**config.mk**
```make
export PLATFORM = sky130hd
export DESIGN_NAME = ahb_protocol_monitor
export DESIGN_NICKNAME = d
export VERILOG_FILES = /design/src/rtl/ahb_protocol_monitor.sv
export SDC_FILE = /design/constraint.sdc
export NUM_CORES = 1
export LEC_CHECK = 0
export CORE_MARGIN = 5
export CORE_UTILIZATION = 34
export CTS_BUF_LIST = sky130_fd_sc_hd__clkbuf_8
export DETAILED_ROUTE_END_ITERATION = 8
export GPL_ROUTABILITY_DRIVEN = 0
export MAX_ROUTING_LAYER = met4
export PLACE_DENSITY_LB_ADDON = 0.1
export SKIP_CTS_REPAIR_TIMING = 1
export SLEW_MARGIN = 20
export SYNTH_ARGS = -nofsm -noshare
export SYNTH_HDL_FRONTEND = slang
export SYNTH_SLANG_ARGS = --single-unit
```
**constraint.sdc**
```tcl
create_clock -name hclk -period 4.04 [get_ports hclk]
set_clock_uncertainty 0.2 [all_clocks]
set_input_delay 0.808 -clock hclk [delete_from_list [all_inputs] [get_ports hclk]]
set_output_delay 0.808 -clock hclk [all_outputs]
set_load 0.01 [all_outputs]
```
**src/rtl/ahb_protocol_monitor.sv**
```systemverilog
// ahb_protocol_monitor
// Watches one AHB-Lite manager/subordinate link and reports protocol rule
// violations as a registered one-cycle event, sticky per-code flags and a
// saturating violation counter. Burst state, stall history, wait-state count
// and the ERROR response sequence are all tracked in RTL.
//
// Ports
//   hclk          clock, all logic on the rising edge
//   hrst          synchronous active-low reset
//   haddr         address-phase address
//   hburst        burst type (SINGLE, INCR, WRAP4, INCR4, ... INCR16)
//   hsize         transfer size, bytes = 1 << hsize, values above 2 act as 2
//   htrans        IDLE / BUSY / NONSEQ / SEQ
//   hwrite        transfer direction
//   hreadyout     subordinate ready
//   hresp         bit 0 = ERROR, bit 1 ignored
//   sticky_clr    clears sticky_flags and viol_cnt
//   viol_valid    one-cycle pulse for an edge with any enabled violation
//   viol_code     lowest-numbered violation code on that edge
//   viol_addr     haddr captured on the offending edge
//   sticky_flags  bit n set by violation code n+1
//   viol_cnt      saturating count of violating edges
//
// Violation codes: 1 ALIGN, 2 SEQ_NO_BURST, 3 ADDR_SEQ, 4 CTRL_CHANGE,
// 5 STALL_CHANGE, 6 WAIT_TIMEOUT, 7 ERR_RESP, 8 BURST_LEN.

module ahb_protocol_monitor #(
    parameter int unsigned ADDR_W   = 32,
    parameter int unsigned MAX_WAIT = 16,
    parameter int unsigned CNT_W    = 16,
    parameter logic [7:0]  CHECK_EN = 8'hFF
) (
    input  logic              hclk,
    input  logic              hrst,
    input  logic [ADDR_W-1:0] haddr,
    input  logic [2:0]        hburst,
    input  logic [2:0]        hsize,
    input  logic [1:0]        htrans,
    input  logic              hwrite,
    input  logic              hreadyout,
    input  logic [1:0]        hresp,
    input  logic              sticky_clr,
    output logic              viol_valid,
    output logic [3:0]        viol_code,
    output logic [ADDR_W-1:0] viol_addr,
    output logic [7:0]        sticky_flags,
    output logic [CNT_W-1:0]  viol_cnt
);

    localparam logic [1:0] HT_IDLE   = 2'd0;
    localparam logic [1:0] HT_BUSY   = 2'd1;
    localparam logic [1:0] HT_NONSEQ = 2'd2;
    localparam logic [1:0] HT_SEQ    = 2'd3;
    localparam logic [2:0] HB_SINGLE = 3'd0;

    localparam int unsigned WAIT_W   = 9;
    localparam logic [WAIT_W-1:0] WAIT_LIM = WAIT_W'(MAX_WAIT);

    typedef enum logic [1:0] {
        ERR_OKAY,
        ERR_ERR1,
        ERR_ERR2
    } err_state_t;

    function automatic logic [1:0] eff_size(input logic [2:0] s);
        return (s > 3'd2) ? 2'd2 : s[1:0];
    endfunction

    // Bus decode
    logic is_idle, is_busy, is_ns, is_seq, is_act, acc_ns, acc_seq;
    logic resp_unused;

    assign is_idle     = (htrans == HT_IDLE);
    assign is_busy     = (htrans == HT_BUSY);
    assign is_ns       = (htrans == HT_NONSEQ);
    assign is_seq      = (htrans == HT_SEQ);
    assign is_act      = is_ns || is_seq;
    assign acc_ns      = hreadyout && is_ns;
    assign acc_seq     = hreadyout && is_seq;
    assign resp_unused = hresp[1];

    // Burst tracker state
    logic              b_open;
    logic [2:0]        b_burst;
    logic [2:0]        b_size;
    logic              b_write;
    logic [ADDR_W-1:0] b_addr;
    logic [4:0]        b_beat;

    // Stall history
    logic              st_valid;
    logic [ADDR_W-1:0] st_addr;
    logic              st_write;
    logic [2:0]        st_size;

    // Data phase / wait counting
    logic              dp_valid;
    logic [WAIT_W-1:0] wait_cnt;

    // ERROR response FSM
    err_state_t err_state, err_next;
    logic       err_viol;

    // Derived burst values
    logic [ADDR_W-1:0] cur_bytes, b_bytes, bnd_mask, inc_addr, exp_addr;
    logic [4:0]        b_len;
    logic [2:0]        len_sh;
    logic              b_fixed, b_wrap;

    always_comb begin
        cur_bytes = ADDR_W'(1) << eff_size(hsize);
        b_bytes   = ADDR_W'(1) << eff_size(b_size);
        b_len     = 5'd0;
        len_sh    = 3'd0;
        case (b_burst)
            3'd2, 3'd3: begin b_len = 5'd4;  len_sh = 3'd2; end
            3'd4, 3'd5: begin b_len = 5'd8;  len_sh = 3'd3; end
            3'd6, 3'd7: begin b_len = 5'd16; len_sh = 3'd4; end
            default:    begin b_len = 5'd0;  len_sh = 3'd0; end
        endcase
        b_fixed  = b_burst[2] || b_burst[1];
        b_wrap   = b_fixed && !b_burst[0];
        // Wrap boundary is beats * bytes; mask selects the offset within it.
        bnd_mask = (b_bytes << len_sh) - ADDR_W'(1);
        inc_addr = b_addr + b_bytes;
        exp_addr = b_wrap ? ((b_addr & ~bnd_mask) | (inc_addr & bnd_mask)) : inc_addr;
    end

    // ERROR response FSM: next state and violation
    always_comb begin
        err_next = ERR_OKAY;
        err_viol = 1'b0;
        case (err_state)
            ERR_ERR1: begin
                if (hresp[0] && hreadyout) begin
                    err_next = ERR_ERR2;
                end else begin
                    err_viol = 1'b1;
                    err_next = ERR_OKAY;
                end
            end
            default: begin
                if (hresp[0] && !hreadyout) begin
                    err_next = ERR_ERR1;
                end else if (hresp[0] && hreadyout) begin
                    err_viol = 1'b1;
                end
            end
        endcase
    end

    always_ff @(posedge hclk) begin
        if (!hrst) begin
            err_state <= ERR_OKAY;
        end else begin
            err_state <= err_next;
        end
    end

    // Rule evaluation
    logic [7:0]       raw, masked;
    logic             any_viol;
    logic [3:0]       code_lo;
    logic             stall_chg, short_end, over_run;
    logic [CNT_W-1:0] cnt_base, cnt_next;

    always_comb begin
        stall_chg = st_valid &&
                    ((is_act && (haddr != st_addr || hwrite != st_write || hsize != st_size)) ||
                     is_idle);
        short_end = b_open && b_fixed && (b_beat < b_len) && !hresp[0] &&
                    hreadyout && (is_idle || is_ns);
        // A completed fixed burst stays registered so an extra SEQ reports
        // code 8 rather than code 2.
        over_run  = acc_seq && b_open && b_fixed && (b_beat >= b_len);

        raw    = '0;
        raw[0] = is_act && ((haddr & (cur_bytes - ADDR_W'(1))) != '0);
        raw[1] = (is_seq || is_busy) && (!b_open || b_burst == HB_SINGLE);
        raw[2] = acc_seq && b_open && (b_burst != HB_SINGLE) && (haddr != exp_addr);
        raw[3] = (is_seq || is_busy) && b_open &&
                 (hburst != b_burst || hsize != b_size || hwrite != b_write);
        raw[4] = stall_chg;
        raw[5] = dp_valid && !hreadyout && (wait_cnt == WAIT_LIM);
        raw[6] = err_viol;
        raw[7] = short_end || over_run;

        masked   = raw & CHECK_EN;
        any_viol = |masked;

        code_lo = 4'd0;
        for (int unsigned i = 0; i < 8; i++) begin
            if (masked[i] && code_lo == 4'd0) begin
                code_lo = 4'(i + 1);
            end
        end

        cnt_base = sticky_clr ? '0 : viol_cnt;
        cnt_next = (any_viol && cnt_base != '1) ? cnt_base + CNT_W'(1) : cnt_base;
    end

    // Burst tracker
    always_ff @(posedge hclk) begin
        if (!hrst) begin
            b_open  <= 1'b0;
            b_burst <= '0;
            b_size  <= '0;
            b_write <= 1'b0;
            b_addr  <= '0;
            b_beat  <= '0;
        end else begin
            if (acc_ns) begin
                b_open  <= 1'b1;
                b_burst <= hburst;
                b_size  <= hsize;
                b_write <= hwrite;
                b_addr  <= haddr;
                b_beat  <= 5'd1;
            end else if (hresp[0]) begin
                b_open <= 1'b0;
            end else if (hreadyout && is_idle) begin
                b_open <= 1'b0;
            end else if (acc_seq && b_open) begin
                b_addr <= haddr;
                if (!(b_fixed && b_beat >= b_len) && b_beat != 5'd31) begin
                    b_beat <= b_beat + 5'd1;
                end
            end
        end
    end

    // Stall history and wait-state counting
    always_ff @(posedge hclk) begin
        if (!hrst) begin
            st_valid <= 1'b0;
            st_addr  <= '0;
            st_write <= 1'b0;
            st_size  <= '0;
            dp_valid <= 1'b0;
            wait_cnt <= '0;
        end else begin
            st_valid <= !hreadyout && is_act;
            st_addr  <= haddr;
            st_write <= hwrite;
            st_size  <= hsize;

            if (hreadyout) begin
                dp_valid <= acc_ns || acc_seq;
                wait_cnt <= '0;
            end else if (dp_valid && wait_cnt <= WAIT_LIM) begin
                // Counter stops one past the limit so the timeout reports once.
                wait_cnt <= wait_cnt + WAIT_W'(1);
            end
        end
    end

    // Registered outputs
    always_ff @(posedge hclk) begin
        if (!hrst) begin
            viol_valid   <= 1'b0;
            viol_code    <= '0;
            viol_addr    <= '0;
            sticky_flags <= '0;
            viol_cnt     <= '0;
        end else begin
            viol_valid   <= any_viol;
            viol_code    <= code_lo;
            if (any_viol) begin
                viol_addr <= haddr;
            end
            sticky_flags <= (sticky_clr ? 8'h00 : sticky_flags) | masked;
            viol_cnt     <= cnt_next;
        end
    end

endmodule

```
==> out/metrics.cfg <==
[sta]
tightestPinTransition_ns=0.932
max_freq_ghz=0.258
fin_crit_ns=3.88
final_hold_viol_count=0
holdWs_ns=0.270
tns_ns=0
fin_ws_ns=0.159
setup_violations=0
slew_viol_final=0
maxSlewHeadroom=0.378
fin_crit_sh=0.961

[worst_hold_path]
whs_endpoint=sticky_flags[1]$_SDFF_PN0_
worstHoldStart=sticky_flags[1]$_SDFF_PN0_
hold_depth=2
hold_class=reg2reg

[power_and_ir_drop]
p_comb_frac=0.177
p_sw_uw=1040
swShare=0.305
p_int_uw=2360
clkPwrFrac=0.340
max-vdd-ir-drop_uv=197
powerDensity_nw_per_um2=328
power_leakage_uw=0.00382
pwr-share-seq=0.483

[finish]
num_antenna_cells=0
design_area_um2=10400
syn_to_final_growth_pct=29.7
fin_nets=1148
fillers=2379
drive_above_1_share=0.139

[synthesis]
avgSynthCellArea_um2=8.59
yosysTopAreaCell=dfxtp_1
yosysSeqAreaShare=0.388
ys_types=78
synth_nets=992
synth-simple-area-share=0.268
synth-adder-area-share=0.0233
synth_mux_area_frac=0.0513
async_reset_ff_frac=0
synth_area_um2=7990
synth-edff-count=0
synth_xor_xnor_area_share=0.0964
yosysTopAreaCellShare=0.388
ys_top_cells_by_area=dfxtp_1, xnor2_1, nand2_1
synth-seq-cells=155
synth_top_family_by_area=simple AND/OR/NAND/NOR gates
yosysWarnings=0
ys.flop_type=dfxtp_1
synth_compound_area_frac=0.129
syn_inst=931

[placement]
dp_hpwl_mm=17.1
post_dp_cell_area_um2=9770
dp_slack_ns=-0.0911
port_buffers=106

[die]
start_util=0.343
dieHeight_um=163
die_w_um=163
core.rowCount=56
core_um2=23300
io_pins=108
die-area_um2=26700

[outcome]
status=complete, no violations

[global_route]
grt-ovfl-total=0
antenna_found_initial=0
grt_usage=0.179
grt_pass1_wl_mm=36.5
grt_max_degree=49
grt_pass1_vias=6398

[setup_path]
crit_type=reg2reg
r2r-end=viol_cnt[7]$_SDFF_PN0_
worstReg2RegStart=b_size[1]$_SDFFE_PN0P_
worstPathRequired_ns=4.23
reg2reg_depth=14
end_kind=register
arrival_ns=4.07
r2r_slack_ns=0.16
worstSetupStartpointType=register
cp_max_fo=21

[detailed_routing]
routed_via_density=4.90
drc=0
num_vias=6948
dr.first_iter.drc_count=425
routedWlPerCell_um=16.7
postRouteAntennaNets=0
first_pass_iters=7
wl_mm=23.7

[clock_tree]
worst_skew_pair.late_latency_ns=0.46
cts_tree=done
htree_levels=4
cts_sinks=155
clkSlewWorstSetupHoldPaths_ns=0.10
clockBufferDepth=2
cts_root_buffer=clkbuf_8
numCtsBuffers=17

[run]
max-cap-violations=0

## registers in the layout (all words and copies together) (netlist names)
| name | cells |
|---|---|
| b_addr | 32 |
| st_addr | 32 |
| viol_addr | 32 |
| viol_cnt | 16 |
| wait_cnt | 9 |
| sticky_flags | 8 |
| b_beat | 5 |
| viol_code | 4 |
| b_burst | 3 |
| b_size | 3 |
| st_size | 3 |
| err_state | 2 |
| b_open | 1 |
| b_write | 1 |
| dp_valid | 1 |
| st_valid | 1 |
| st_write | 1 |
| viol_valid | 1 |
## power groups by stage
stage                     combinational, uW  sequential (uW)  clock, uW
after CTS                               581             1640       1190
after detailed placement                578             1680          0
after global routing                    659             1650       1250
after global placement                  576             1680          0
final                                   602             1640       1150
after floorplan                         304             1680          0
## critical path, cell delays in order, from the launching register on
cell and delay, ns:
dfxtp_4 0.38, nor3_4 0.20, ha_2 0.24, buf_4 0.12
maj3_2 0.22, a221oi_4 0.12, or3_4 0.40, or4_1 0.50
and4_4 0.20, nand3_4 0.11, a21oi_4 0.10, buf_6 0.16
clkbuf_16 0.17, or4_1 0.52, a21oi_2 0.14
## metal layers
metal | up-vias | GRT usage | wire (um)
met1 | 3233 | 0.251 | 11800
met3 | 12 | 0.0338 | 986
met5 | - | - | 0
li1 | 3560 | - | -
met4 | 0 | 0.0335 | 179
met2 | 143 | 0.275 | 10700
## layout by cell type, fill, tap and decap left out, types with 26 or more instances in the layout
master           count
and2_1              44
a21oi_1             61
xor2_1              28
buf_4               73
dfxtp_1            152
nand3_1             26
xnor2_1             59
clkdlybuf4s50_1    105
nor2_1              75
mux2i_1             41
nand2_1            126
## Yosys cell counts, types with 3 or more instances
| master | number |
|---|---|
| nand4b_1 | 3 |
| ha_1 | 14 |
| nand2b_1 | 9 |
| o211ai_1 | 4 |
| and2_1 | 44 |
| or3_1 | 11 |
| nor3_1 | 10 |
| o21ai_1 | 7 |
| and4_1 | 6 |
| or4_1 | 13 |
| xor2_1 | 28 |
| nand3_2 | 3 |
| nor2_1 | 77 |
| buf_2 | 12 |
| and3_1 | 17 |
| o31ai_1 | 7 |
| nand3_1 | 26 |
| clkbuf_1 | 30 |
| dfxtp_1 | 155 |
| nand3b_1 | 4 |
| buf_12 | 4 |
| nor4b_1 | 3 |
| o2111ai_1 | 3 |
| nand4_1 | 19 |
| a21oi_1 | 62 |
| or2_2 | 3 |
| a41oi_1 | 3 |
| buf_1 | 3 |
| o21a_1 | 5 |
| nor2b_1 | 11 |
| a31oi_1 | 4 |
| o21ai_0 | 16 |
| xnor2_1 | 60 |
| a21o_1 | 4 |
| a211oi_1 | 6 |
| nor4_1 | 11 |
| nand2_1 | 126 |
| nor3b_1 | 4 |
| inv_1 | 15 |
| mux2i_1 | 41 |
## metrics by stage
step	total power [uW]	util	cells
floorplan	1980	-	931
global placement	2250	0.419	1380
detailed placement	2250	0.419	1380
CTS	3410	0.435	1412
global route	3560	0.444	1419
finish	3400	0.444	1419
## worst max path at each step
| stage | start | depth (start not counted) | end | slack (ns) |
|---|---|---|---|---|
| after CTS | b_size[2]$_SDFFE_PN0P_ | 14 | viol_addr[12]$_SDFFE_PN0P_ | -0.03 |
| after floorplan | b_burst[2]$_SDFFE_PN0P_ | 18 | viol_addr[10]$_SDFFE_PN0P_ | 0.14 |
| after global routing | b_size[1]$_SDFFE_PN0P_ | 18 | viol_cnt[8]$_SDFF_PN0_ | -0.03 |
| final | b_size[1]$_SDFFE_PN0P_ | 14 | viol_cnt[7]$_SDFF_PN0_ | 0.16 |
| after global placement | haddr[24] | 12 | viol_addr[6]$_SDFFE_PN0P_ | -0.06 |
| after detailed placement | haddr[24] | 12 | viol_addr[12]$_SDFFE_PN0P_ | -0.09 |
## cell families (layout without fill, tap and decap cells)
kind of cell	Yosys count	count (layout)
AO/OA/AOI/OAI	152	152
XOR/XNOR	88	88
adder cells (fa/ha/maj)	15	15
buffers and inverters	67	236
flip-flops	155	155
multiplexers	41	41
other	2	2
AND/OR/NAND/NOR	411	411
## layout make-up
type                            instances  area [um^2]  area share
Tap cell                              319          399      0.0385
Sequential cell                       155         3110       0.300
Clock inverter                         14          129      0.0124
Timing Repair Buffer                  188         1780       0.171
Clock buffer                           18          248      0.0239
Inverter                               16         60.1     0.00579
Multi-Input combinational cell        709         4640       0.448
(Power assumes the default switching activity.)
